## config.mk

```make
export PLATFORM = sky130hd
export DESIGN_NAME = decode_stage
export DESIGN_NICKNAME = d
export VERILOG_FILES = /design/src/rtl/decode_stage.sv
export SDC_FILE = /design/constraint.sdc
export NUM_CORES = 2
export LEC_CHECK = 0
export ABC_AREA = 0
export BUFFER_PORTS_ARGS = -buffer_cell sky130_fd_sc_hd__buf_2
export CAP_MARGIN = 20
export CORE_MARGIN = 5
export CORE_UTILIZATION = 44
export CTS_BUF_LIST = sky130_fd_sc_hd__clkbuf_4 sky130_fd_sc_hd__clkbuf_8 sky130_fd_sc_hd__clkbuf_16
export CTS_CLUSTER_DIAMETER = 60
export DETAILED_ROUTE_END_ITERATION = 7
export GPL_TIMING_DRIVEN = 0
export SYNTH_ARGS = -nofsm -noshare
export SYNTH_HDL_FRONTEND = slang
export SYNTH_SLANG_ARGS = --single-unit
```

## constraint.sdc

```tcl
create_clock -name clk -period 2.6 [get_ports clk]
set_input_delay 0.26 -clock clk [delete_from_list [all_inputs] [get_ports clk]]
set_output_delay 0.26 -clock clk [all_outputs]
set_load 0.05 [all_outputs]
```

## src/rtl/decode_stage.sv

```systemverilog
// RISC-V decode stage: register file with writeback bypass, immediate generation,
// and a registered decode-to-execute payload with stall, flush and load-use bubbles.
module decode_stage #(
    parameter int          XLEN      = 32,
    parameter int          NREGS     = 32,
    parameter int          RADDR_W   = $clog2(NREGS),
    parameter logic [31:0] NOP_INSTR = 32'h0000_0013
) (
    input  logic               clk,
    input  logic               rst,
    input  logic               in_valid,
    output logic               in_ready,
    input  logic [XLEN-1:0]    pc_decode,
    input  logic [31:0]        instr_decode,
    input  logic               wb_en,
    input  logic [RADDR_W-1:0] wb_addr,
    input  logic [XLEN-1:0]    wb_data,
    input  logic               flush,
    output logic               out_valid,
    input  logic               out_ready,
    output logic [XLEN-1:0]    pc_exe,
    output logic [31:0]        instr_exe,
    output logic [XLEN-1:0]    rs1_exe,
    output logic [XLEN-1:0]    rs2_exe,
    output logic [RADDR_W-1:0] rd_exe,
    output logic [XLEN-1:0]    imm_exe
);

    localparam logic [6:0] OP_LOAD   = 7'b0000011;
    localparam logic [6:0] OP_IMM    = 7'b0010011;
    localparam logic [6:0] OP_JALR   = 7'b1100111;
    localparam logic [6:0] OP_STORE  = 7'b0100011;
    localparam logic [6:0] OP_BRANCH = 7'b1100011;
    localparam logic [6:0] OP_LUI    = 7'b0110111;
    localparam logic [6:0] OP_AUIPC  = 7'b0010111;
    localparam logic [6:0] OP_JAL    = 7'b1101111;

    logic [XLEN-1:0]    rf_q [NREGS];
    logic [RADDR_W-1:0] rs1, rs2, rd;
    logic [XLEN-1:0]    rs1_val, rs2_val, imm_val;
    logic signed [31:0] imm32;

    logic               out_valid_q, out_valid_d;
    logic [XLEN-1:0]    pc_q, pc_d;
    logic [31:0]        instr_q, instr_d;
    logic [XLEN-1:0]    rs1_q, rs1_d;
    logic [XLEN-1:0]    rs2_q, rs2_d;
    logic [RADDR_W-1:0] rd_q, rd_d;
    logic [XLEN-1:0]    imm_q, imm_d;

    logic               load_en, hazard;

    assign rs1 = RADDR_W'(instr_decode[19:15]);
    assign rs2 = RADDR_W'(instr_decode[24:20]);
    assign rd  = RADDR_W'(instr_decode[11:7]);

    always_ff @(posedge clk) begin
        if (rst) begin
            for (int i = 0; i < NREGS; i++) begin
                rf_q[i] <= '0;
            end
        end else if (wb_en && wb_addr != '0) begin
            rf_q[wb_addr] <= wb_data;
        end
    end

    // Writeback data is forwarded so an instruction decoded in the same cycle sees it.
    always_comb begin
        rs1_val = rf_q[rs1];
        if (rs1 == '0) begin
            rs1_val = '0;
        end else if (wb_en && wb_addr == rs1) begin
            rs1_val = wb_data;
        end
    end

    always_comb begin
        rs2_val = rf_q[rs2];
        if (rs2 == '0) begin
            rs2_val = '0;
        end else if (wb_en && wb_addr == rs2) begin
            rs2_val = wb_data;
        end
    end

    always_comb begin
        imm32 = '0;
        unique case (instr_decode[6:0])
            OP_LOAD, OP_IMM, OP_JALR:
                imm32 = {{20{instr_decode[31]}}, instr_decode[31:20]};
            OP_STORE:
                imm32 = {{20{instr_decode[31]}}, instr_decode[31:25], instr_decode[11:7]};
            OP_BRANCH:
                imm32 = {{19{instr_decode[31]}}, instr_decode[31], instr_decode[7],
                         instr_decode[30:25], instr_decode[11:8], 1'b0};
            OP_LUI, OP_AUIPC:
                imm32 = {instr_decode[31:12], 12'b0};
            OP_JAL:
                imm32 = {{11{instr_decode[31]}}, instr_decode[31], instr_decode[19:12],
                         instr_decode[20], instr_decode[30:21], 1'b0};
            default:
                imm32 = '0;
        endcase
    end

    assign imm_val = XLEN'(imm32);

    // Conservative: any rs field matching a pending load's rd stalls, whatever the opcode.
    assign load_en  = ~out_valid_q | out_ready;
    assign hazard   = out_valid_q && (instr_q[6:0] == OP_LOAD) && (rd_q != '0)
                      && ((rd_q == rs1) || (rd_q == rs2));
    assign in_ready = flush | (load_en & ~hazard);

    always_comb begin
        out_valid_d = out_valid_q;
        pc_d        = pc_q;
        instr_d     = instr_q;
        rs1_d       = rs1_q;
        rs2_d       = rs2_q;
        rd_d        = rd_q;
        imm_d       = imm_q;
        if (flush || (load_en && hazard)) begin
            out_valid_d = 1'b0;
            instr_d     = NOP_INSTR;
        end else if (load_en && in_valid) begin
            out_valid_d = 1'b1;
            pc_d        = pc_decode;
            instr_d     = instr_decode;
            rs1_d       = rs1_val;
            rs2_d       = rs2_val;
            rd_d        = rd;
            imm_d       = imm_val;
        end else if (load_en) begin
            out_valid_d = 1'b0;
        end
    end

    always_ff @(posedge clk) begin
        if (rst) begin
            out_valid_q <= 1'b0;
            pc_q        <= '0;
            instr_q     <= NOP_INSTR;
            rs1_q       <= '0;
            rs2_q       <= '0;
            rd_q        <= '0;
            imm_q       <= '0;
        end else begin
            out_valid_q <= out_valid_d;
            pc_q        <= pc_d;
            instr_q     <= instr_d;
            rs1_q       <= rs1_d;
            rs2_q       <= rs2_d;
            rd_q        <= rd_d;
            imm_q       <= imm_d;
        end
    end

    assign out_valid = out_valid_q;
    assign pc_exe    = pc_q;
    assign instr_exe = instr_q;
    assign rs1_exe   = rs1_q;
    assign rs2_exe   = rs2_q;
    assign rd_exe    = rd_q;
    assign imm_exe   = imm_q;

endmodule

```

==> results.yml <==
synth:
  synth_top_area_share_pct: 50.7
  synth_area_sq_um: 60700
  synth_edf_count: 1024
  async_reset_ff_share_pct: 0
  synth_area_leaders: "edfxtp_1 (51%), mux4_2 (19%), and2_1 (10%), dfxtp_1 (5.5%), mux2i_1 (4.2%)"
  post-synth-top-count-cell: "edfxtp_1"
  synth_top_area_cell: "edfxtp_1"
  yosysSeqAreaShare_pct: 56.1
  synth_flop_cell: "edfxtp_1"
  synthDistinctLibCells: 55
  avgSynthCellArea_sq_um: 14.4
  netlist_instances: 4206
  synth_warnings: 0
  synth_common_cells: "edfxtp_1 (1,024), and2_1 (994), mux4_2 (506), clkbuf_1 (301), mux2i_1 (254)"
  ys_ff_latch: 1190
layout:
  design.final.nets: 4862
  final_util_pct: 51.4
  fin_area_sq_um: 70600
  drive_gt1_share_pct: 25.7
  fillers: 11600
  area_growth_pct: 16.3
placed_design:
  hpwl_um: 162000
  finalWeightedCongestion: 0.978
  place_area_sq_um: 64600
  port_buffers: 258
setup_path:
  required_ns: 3.33
  crit_path_end_kind: "register"
  slowest_stage: "o22ai_1"
  critical_path_class: "in2reg"
  cpPeakStageDelay_ns: 0.65
  cp-start-kind: "input port"
  crit_chain: "clkbuf_1 > clkbuf_1 > nand2_1 > clkbuf_1 > o22ai_1 > nor2_1 > nor3_1 > a221o_1"
  cp_max_fo: 10
  critPathMostFrequentCell: "clkbuf_1"
  worst-path-buf-inv: 3
  critPathArrivalTime_ns: 3.46
  crit_family: "buffers and inverters"
clocking:
  clock_sink_count: 1190
  insertion_delay_ns: 0.79
  ctsRootBufferMaster: "clkbuf_16"
  clk_path_buf_depth: 3
  tritoncts: "built"
  h-tree-depth: 4
  cts_made_buffers: 137
  clk_pin_slew_worst_paths_ns: 0.06
timing:
  fin_setup_tns_ns: -1.86
  period_share_pct: 105
  setup_viol: 47
  maxSlewViolCount: 0
  worst_pin_slew_ns: 1.22
  rsz0062_at_grt: "yes"
  finalHoldViolCount: 0
  fmax_ghz: 0.366
  setup_slack_ns: -0.133
  slew_headroom_pct: 18.7
  hold_slack_ns: 0.0951
  period_needed_ns: 2.73
  clock_skew_ns: 0.0321
detailed_routing:
  vias: 41300
  vias_per_cell: 6.20
  dr.pass1.iters: 6
  routedWlPerCell_um: 33.4
  drt_iter0_markers: 5413
  wl_um: 222000
  ant_nets: 0
  remaining_drc_errors: 0
global_route:
  antenna_found_initial: 8
  grt-ovfl-total: 0
  grt_max_degree: 33
  grt_pass1_wl_um: 308000
  first_global_vias: 41100
  gr-usage-all-layers_pct: 30.2
floorplanning:
  ios: 274
  die_w_um: 381
  initial_core_util_pct: 44.2
  rows: 136
  die-area_sq_um: 145000
  core_sq_um: 137000
  die_h_um: 381
run_status:
  status: "finished, violations left"
  violations: "setup timing"
run:
  maxCapViolCount: 0
power_and_ir_drop:
  vdd_drop_max_mv: 0.534
  p_per_area_nw_per_um2: 678
  p_leak_nw: 25.4
hold_path:
  min_path_type: "in2reg"
metal layers:
layer | track usage [%] | part of all wire (%)
met2 | 46.3 | 45
met5 | 0 | 0.0063
met4 | 16.7 | 6.6
met3 | 6.05 | 9.8
met1 | 40.5 | 39
cells by family (layout without fill, tap and decap cells):
logic type / Yosys count / count (layout) / synth area share, %
and+or+nand+nor: 1469 / 1469 / 13.8
DFF: 1190 / 1190 / 56.1
muxes: 766 / 766 / 23.1
buffers and inverters: 441 / 1070 / 3.04
AOI/OAI and AO/OA: 319 / 319 / 3.66
xor gates and xnor gates: 20 / 20 / 0.289
other: 1 / 39 / 0.00618
sequential cells by signal, summed over array words and instances (netlist names):
signal     cells
rs1_exe       32
rf_q        1024
out_valid      1
instr_exe     32
pc_exe        32
imm_exe       32
rs2_exe       32
rd_exe         5
cell type report:
cell class,instances,area (sq um),area share [%]
Sequential cell,1190,34100,48.3
Multi-Input combinational cell,2606,25100,35.5
Clock buffer,205,4170,5.91
Timing Repair Buffer,379,2750,3.89
Tap cell,1794,2240,3.18
Buffer,440,1940,2.76
Clock inverter,45,308,0.436
Antenna cell,7,17.5,0.0248
Inverter,1,3.75,0.00532
layout by cell type, fill, tap and decap left out, types with 7 or more instances in the layout:
cell | Yosys | layout
a221o_1 | 62 | 62
diode_2 | 0 | 7
a211oi_1 | 23 | 23
and2_1 | 994 | 994
buf_1 | 18 | 11
nor2_1 | 132 | 130
clkbuf_4 | 0 | 65
clkbuf_16 | 0 | 145
xnor2_1 | 8 | 8
conb_1 | 1 | 32
mux2i_1 | 254 | 254
nand2_1 | 179 | 179
dfxtp_1 | 166 | 161
nand3_1 | 12 | 12
clkinv_1 | 0 | 9
clkbuf_1 | 301 | 284
edfxtp_1 | 1024 | 1024
dlygate4sd3_1 | 0 | 91
a221oi_1 | 7 | 7
buf_2 | 110 | 346
nand3b_1 | 10 | 10
clkbuf_2 | 0 | 17
mux4_2 | 506 | 506
clkinv_2 | 0 | 20
xor2_1 | 12 | 10
inv_6 | 0 | 8
clkbuf_8 | 0 | 15
nor3_1 | 73 | 64
buf_12 | 0 | 12
a21oi_1 | 79 | 79
buf_4 | 8 | 21
or2_2 | 32 | 26
o22ai_1 | 120 | 118
worst min-delay path, cell delays in order:
cell and delay [ns]:
buf_2 0.08, nand2b_1 0.13, nand2_1 0.18, nand2_1 0.11, a21oi_1 0.05
worst paths after layout:
check | cells past startpoint | slack [ns] | end | startpoint
worst max-delay path | 8 | -0.13 | rs2_exe[20] | instr_decode[23]
worst min-delay path | 5 | 0.1 | instr_exe[31] | out_ready
worst max register to register | 8 | 0 | rs2_exe[7] | rd_exe[1]
worst min register to register | 2 | 0.45 | pc_exe[29] | pc_exe[29]
what timing repair did:
action,CTS,global route
buffers inserted,8,0
endpoints found under the hold margin,179,0
setup endpoints to repair,260,142
pin swaps,4,5
hold buffers,91,0
resized for setup,46,53
metrics by stage:
stage	std cells	power (mW)	setup WS (ns)
finish	6667	47.9	-0.133
detailed placement	6303	28.6	-1.35
global placement	6289	28.4	-1.33
global route	6660	49.1	-0.0702
floorplan	4237	26.2	0.149
CTS	6652	47.8	-0.0477
power by group:
part           internal, mW  total (mW)  switching (mW)
logic                  2.36        6.23            3.87
clock network          11.3        19.4            8.11
registers              21.8        22.3           0.529
total                  35.4        47.9            12.5
Note: power is estimated with default switching activity, not from simulation.
